`config.mk`:
```
export PLATFORM = sky130hd
export DESIGN_NAME = wptr_full_sync
export DESIGN_NICKNAME = d
export VERILOG_FILES = /design/src/rtl/fifo_pkg.sv /design/src/rtl/gray_sync.sv /design/src/rtl/wptr_full_sync.sv
export SDC_FILE = /design/constraint.sdc
export NUM_CORES = 1
export LEC_CHECK = 0
export CORE_ASPECT_RATIO = 0.7
export CORE_UTILIZATION = 51
export DETAILED_ROUTE_END_ITERATION = 10
export GPL_TIMING_DRIVEN = 0
export PLACE_DENSITY_LB_ADDON = 0.2
export REMOVE_ABC_BUFFERS = 1
export SYNTH_ARGS = -nofsm -noshare
export SYNTH_HDL_FRONTEND = slang
export SYNTH_SLANG_ARGS = --single-unit
```
`constraint.sdc`:
```
create_clock -name wclk -period 8.1 [get_ports wclk]
set_input_delay 1.215 -clock wclk [delete_from_list [all_inputs] [get_ports wclk]]
set_output_delay 1.215 -clock wclk [all_outputs]
set_load 0.005 [all_outputs]
```
`src/rtl/fifo_pkg.sv`:
```
// Shared helpers for the dual-clock FIFO: Gray/binary conversion and the
// legal range of synchroniser depth.
package fifo_pkg;

  localparam int SYNC_STAGES_MIN = 2;
  localparam int SYNC_STAGES_MAX = 4;

  // Conversions work on a wide word; callers zero-extend in and truncate out,
  // which is exact because leading zeros do not change either mapping.
  localparam int GRAY_MAX_W = 32;
  typedef logic [GRAY_MAX_W-1:0] gray_word_t;

  function automatic gray_word_t bin2gray(input gray_word_t b);
    return (b >> 1) ^ b;
  endfunction

  function automatic gray_word_t gray2bin(input gray_word_t g);
    gray_word_t b;
    b[GRAY_MAX_W-1] = g[GRAY_MAX_W-1];
    for (int i = GRAY_MAX_W - 2; i >= 0; i--) begin
      b[i] = b[i+1] ^ g[i];
    end
    return b;
  endfunction

endpackage

```
`src/rtl/gray_sync.sv`:
```
// Multi-flop synchroniser for a Gray-coded pointer crossing clock domains.
module gray_sync
  import fifo_pkg::*;
#(
  parameter int WIDTH  = 6,
  parameter int STAGES = 2
) (
  input  logic             clk,
  input  logic             rst_n,
  input  logic [WIDTH-1:0] d,
  output logic [WIDTH-1:0] q
);

  if (STAGES < SYNC_STAGES_MIN || STAGES > SYNC_STAGES_MAX) begin : g_bad_stages
    $error("gray_sync: STAGES out of range");
  end

  logic [WIDTH-1:0] sync_q [STAGES];

  // NOTE: every stage is reset, not just the last, so a stale pointer from
  // before reset can never ripple out after release.
  always_ff @(posedge clk or negedge rst_n) begin
    if (!rst_n) begin
      for (int i = 0; i < STAGES; i++) sync_q[i] <= '0;
    end else begin
      sync_q[0] <= d;
      for (int i = 1; i < STAGES; i++) sync_q[i] <= sync_q[i-1];
    end
  end

  assign q = sync_q[STAGES-1];

endmodule

```
`src/rtl/wptr_full_sync.sv`:
```
// Write-domain pointer/flag controller: binary+Gray write pointer, synchronised
// read pointer, and pessimistic full / almost-full / count / overflow flags.
module wptr_full_sync
  import fifo_pkg::*;
#(
  parameter int ADDRSIZE    = 5,
  parameter int SYNC_STAGES = 2
) (
  input  logic                wclk,
  input  logic                wrst_n,
  input  logic                winc,
  input  logic [ADDRSIZE:0]   rptr,
  input  logic [ADDRSIZE:0]   afull_thresh,
  input  logic                ovf_clr,
  output logic [ADDRSIZE-1:0] waddr,
  output logic [ADDRSIZE:0]   wptr,
  output logic                wfull,
  output logic                walmost_full,
  output logic [ADDRSIZE:0]   wcount,
  output logic                woverflow
);

  localparam int PW = ADDRSIZE + 1;

  logic [PW-1:0] wbin_q, wbin_d;
  logic [PW-1:0] wgray_q, wgray_d;
  logic [PW-1:0] wcount_q;
  logic [PW-1:0] wq_rptr, rbin_s, diff;
  logic          wacc;
  logic          wfull_q, wfull_d;
  logic          waf_q, waf_d;
  logic          wovf_q, wovf_d;

  gray_sync #(
    .WIDTH (PW),
    .STAGES(SYNC_STAGES)
  ) u_rptr_sync (
    .clk  (wclk),
    .rst_n(wrst_n),
    .d    (rptr),
    .q    (wq_rptr)
  );

  // NOTE: combinational next-state uses blocking '=' so later lines see the
  // values computed above them; registers below use '<=' only.
  always_comb begin
    wacc    = winc & ~wfull_q;
    wbin_d  = wbin_q + PW'(wacc);
    wgray_d = PW'(bin2gray(gray_word_t'(wbin_d)));
    rbin_s  = PW'(gray2bin(gray_word_t'(wq_rptr)));
    diff    = wbin_d - rbin_s;
    // Full when the next write pointer is exactly one lap ahead of the read side.
    wfull_d = (wgray_d == {~wq_rptr[PW-1:PW-2], wq_rptr[PW-3:0]});
    waf_d   = (diff >= afull_thresh);
    wovf_d  = (winc & wfull_q) | (wovf_q & ~ovf_clr);
  end

  always_ff @(posedge wclk or negedge wrst_n) begin
    if (!wrst_n) begin
      wbin_q   <= '0;
      wgray_q  <= '0;
      wcount_q <= '0;
      wfull_q  <= 1'b0;
      waf_q    <= 1'b0;
      wovf_q   <= 1'b0;
    end else begin
      wbin_q   <= wbin_d;
      wgray_q  <= wgray_d;
      wcount_q <= diff;
      wfull_q  <= wfull_d;
      waf_q    <= waf_d;
      wovf_q   <= wovf_d;
    end
  end

  assign waddr        = wbin_q[ADDRSIZE-1:0];
  assign wptr         = wgray_q;
  assign wfull        = wfull_q;
  assign walmost_full = waf_q;
  assign wcount       = wcount_q;
  assign woverflow    = wovf_q;

endmodule
```
-- Yosys cells after proc, flatten, opt, wreduce, memory -nomap -nowiden
Cells that the tools add are included.
- bits in registers: 33
- input bits: 16
- output and inout bits: 20
- word-level logic and storage cells: 25
- add/sub/neg operators: 2
- order comparisons: 1
- eq/ne operators: 1
- bitwise logic cells: 13
- operators with widths (cell ; number):
    $add A6 B1 Y6 ; 1
    $eq A6 B6 Y1 ; 1
    $ge A6 B6 Y1 ; 1
    $sub A6 B6 Y6 ; 1
    $xor A5 B6 Y6 ; 1
    $xor A1 B1 Y1 ; 5
    $and A1 B1 Y1 ; 3
    $not A1 Y1 ; 2
    $not A2 Y2 ; 1
    $or A1 B1 Y1 ; 1

-- Logic depth before layout (Yosys ltp)
- depth after elaboration: 7
- mapped depth: 14
- gate-level depth less buffers: 14

-- Hierarchy
A second synthesis with hierarchy kept.
- cells, all modules: 130
- area total of the unflattened synthesis: 1579.0 um^2
- by module, submodules not included (module ; instances ; cells an instance ; area each (um^2)):
    wptr_full_sync ; 1 ; 112 ; 1233.7
    gray_sync ; 1 ; 18 ; 345.3

-- Worst setup path after synthesis
OpenSTA, ideal clock, no wires.
- kind: in2reg
- start point: input winc
- end point: register waf_q, in the netlist walmost_full
- library setup time: 0.128 ns
- data arrival time: 3.876 ns
- slack: 4.097 ns
- stages on the path: 14
- path buffers: 1
- path through: nor2b_1 ha_1 ha_1 buf_2 xor2_1 ha_1 a21oi_1 o21ai_0 maj3_1 a21oi_1 xor2_1 ha_1 a21oi_1 o21ai_0
- word-level cells in the longest chain between the ends: 4
- RTL lines (what ; line ; text):
    start, declared ; wptr_full_sync.sv:11 ; input logic winc,
    $and A1 B1 Y1 ; wptr_full_sync.sv:47 ; wacc = winc & ~wfull_q;
    $add A6 B1 Y6 ; wptr_full_sync.sv:48 ; wbin_d = wbin_q + PW'(wacc);
    via wbin_d[2] ; wptr_full_sync.sv:25 ; logic [PW-1:0] wbin_q, wbin_d;
    $sub A6 B6 Y6 ; wptr_full_sync.sv:51 ; diff = wbin_d - rbin_s;
    via diff[5] ; wptr_full_sync.sv:28 ; logic [PW-1:0] wq_rptr, rbin_s, diff;
    $ge A6 B6 Y1 ; wptr_full_sync.sv:54 ; waf_d = (diff >= afull_thresh);
    via waf_d ; wptr_full_sync.sv:31 ; logic waf_q, waf_d;
    end signal, assigned ; wptr_full_sync.sv:71 ; waf_q <= waf_d;
    end, declared ; wptr_full_sync.sv:31 ;
The timed path passes the listed nets, and every way through them passes these cells.

-- Final worst setup path
Ends and elaborated chain as after synthesis.

==> impl_metrics.ini <==
[placement]
hpwlAfterDp_mm = 1.814
port_buffers = 35
gp_congestion = 0.8070

[power_and_ir_drop]
power.density_mw_per_mm2 = 431.4
leakage_uw = 0.0009192
vdd_drop_max_uv = 217.3
power.total_uw = 864.1

[cts]
cts_resized = 0
path_clk_slew_ns = 0.06
cts_sinks = 32
cts-buffers-inserted = 5
cts_root_buf = clkbuf_8
cts_tree = yes
clockBufferDepth = 2
ctsHtreeMaxLevel = 2
post_cts_buffers = 0
clock_latency_ns = 0.28
ctsHoldBuffers = 0

[floorplan]
io_pins = 36
dieWidth_um = 67.55
rows = 16
die_y_um = 47.89
fp.coreArea_sq_mm = 0.002823
start_util = 0.5434
dieArea_sq_mm = 0.003235

[routing]
dr_total_vias = 986
antenna_left = 0
dr.pass1.iters = 4
wl_per_cell_um = 12.17
viasPerCell = 4.930
drtIter0Drc = 29
drc_errors = 0
totalWireLength_mm = 2.434

[synthesis]
synth_area_leaders = dfrtp_1 (52%), ha_1 (9.8%), xnor2_1 (8.0%)
synth_top_area_frac = 0.5220
synth_top_area_cell = dfrtp_1
ys_types = 26
yosysSeqAreaShare = 0.5220
syn_avg_cell_area_sq_um = 12.37
syn_area_sq_mm = 0.001534
yosysWarningCount = 0
synth_cells = 124
synth-seq-cells = 32

[critical_path]
cp_max_fo = 7
cp-startpoint = winc
critPathRequiredTime_ns = 8.25
cp_top_family = adder cells
worstPathArrival_ns = 4.87
endpoint_kind = register
critPathKind = in2reg
critPathMostFrequentCell = ha_1
crit_buf_inv = 1
cpPeakStageDelay_ns = 0.47
worstSetupStartpointType = primary input
cp_slowest_cell = clkdlybuf4s50_1
r2r-start = wfull
critical_path.cell_chain = clkdlybuf4s50_1, nor2b_1, ha_1, ha_1, xor2_1, ha_1, a21oi_1, o21ai_0, maj3_1, a21oi_1, xor2_1, ha_1, a21oi_1, o21ai_0

[sta]
fin_worst_skew_ns = 0.002174
finalCritPeriodShare = 0.5825
tns_ns = 0
hold_viol = 0
setup_viol = 0
tightest_slew_ns = 0.6779
fmax_ghz = 0.2119
post-route-min-period_ns = 4.719
rsz0062_at_grt = no
drv_slew = 0
relSlewSlack = 0.5480

[finish]
area_growth_pct = 30.59
multi_input_area_sq_um = 665.6
antennaDiodeCount = 0
nets = 192
regArea_sq_um = 800.8
final_common_cell = clkdlybuf4s50_1
final_layout_size_suffix_gt1_frac = 0.07317
fill_cells = 196
layout_common_cells = clkdlybuf4s50_1 (34), dfrtp_1 (32), inv_1 (14), xnor2_1 (14), ha_1 (12)

[outcome]
outcome = finished clean

[global_routing]
grt_max_degree = 33
grt_overflow = 0
antenna_found_initial = 0
grt_use_total = 0.1846
grt_pass1_wl_mm = 3.988
grt_pass1_vias = 931

[hold_path]
hold_path.class = reg2reg
hold_start = u_rptr_sync.sync_q[8]

[flow_run]
cap_violations = 0
## area by class of cell
class | instances | share of cell area
clock buffer | 7 | 0.04310
clock inverter | 1 | 0.003748
inverter | 14 | 0.02623
multi-input combinational | 75 | 0.3323
sequential | 32 | 0.3998
tap | 36 | 0.02249
timing repair buffer | 35 | 0.1724
## metal layers
layer / part of all wire / vias up / wire, um / GRT usage
met2: 0.44 / 33 / 1067 / 0.2851
li1: - / 483 / - / -
met5: 0 / - / 0 / 0
met1: 0.48 / 463 / 1161 / 0.2271
met3: 0.067 / 7 / 162 / 0.07143
met4: 0.017 / 0 / 42 / 0.1021
## worst reg2reg max path, stage by stage (launching register included)
cell and delay, ns:
dfrtp_1 0.39, nor2b_1 0.13, ha_1 0.27, ha_1 0.35, xor2_1 0.41, ha_1 0.36
a21oi_1 0.15, o21ai_0 0.16, maj3_1 0.36, a21oi_1 0.18, xor2_1 0.25, ha_1 0.29
a21oi_1 0.16, o21ai_0 0.11
## report_power, final
group | switching (uW) | total (uW) | internal [uW]
clock network | 54.4 | 123 | 68.9
registers | 37.5 | 256 | 218
logic | 224 | 485 | 261
## stage by stage
stage               worst slack [ns]  cell area, sq um    util  std cells  hold slack (ns)
finish                         3.382              2003  0.7097        200           0.3475
floorplan                      4.110              1519       -        121           0.3312
CTS                            3.405              2008  0.7114        200           0.3507
detailed placement             3.116              1914  0.6782        192           0.3362
global route                   3.069              2003  0.7097        200           0.3584
global placement               3.288              1914  0.6782        192           0.3315
## cell usage after synthesis
cell       number
dfrtp_1        32
inv_1          14
xnor2_1        14
ha_1           12
xor2_1          8
nand2_1         6
a21oi_1         5
a21o_1          3
buf_2           3
nand2b_1        3
nand3_1         3
o21ai_0         3
xor2_2          3
maj3_1          2
nand4_1         2
a32oi_1         1
and2_1          1
and4_1          1
fa_1            1
mux2i_1         1
nand4b_1        1
nor2b_1         1
o2111ai_1       1
or3_1           1
xnor2_2         1
xnor3_1         1
## path summary, 6_finish.rpt
kind,cells after the start,slack [ns],endpoint
setup reg to reg,13,4.42,walmost_full
max in group asynchronous,1,6.69,u_rptr_sync.q[0]
hold reg to reg,0,0.35,u_rptr_sync.q[2]
setup / recovery,14,3.38,walmost_full
hold / removal,0,0.35,u_rptr_sync.q[2]
min in group asynchronous,1,0.97,wptr[3]
## cell families after synthesis
kind of cell | count (synthesis) | synth area share
AOI/OAI and AO/OA | 13 | 0.05220
xor gates and xnor gates | 27 | 0.1827
adders and majority gates | 15 | 0.1240
buffers and inverters | 17 | 0.04404
DFF | 32 | 0.5220
muxes | 1 | 0.006526
and+or+nand+nor | 19 | 0.06852
## state kept, by name, indices dropped and copies added, names as in the netlist
register and count:
u_rptr_sync.q 6, wcount 6, u_rptr_sync.sync_q 6, wfull 1, woverflow 1, wbin_q 6
walmost_full 1, wptr 5
Power figures use the tool's default switching activity.
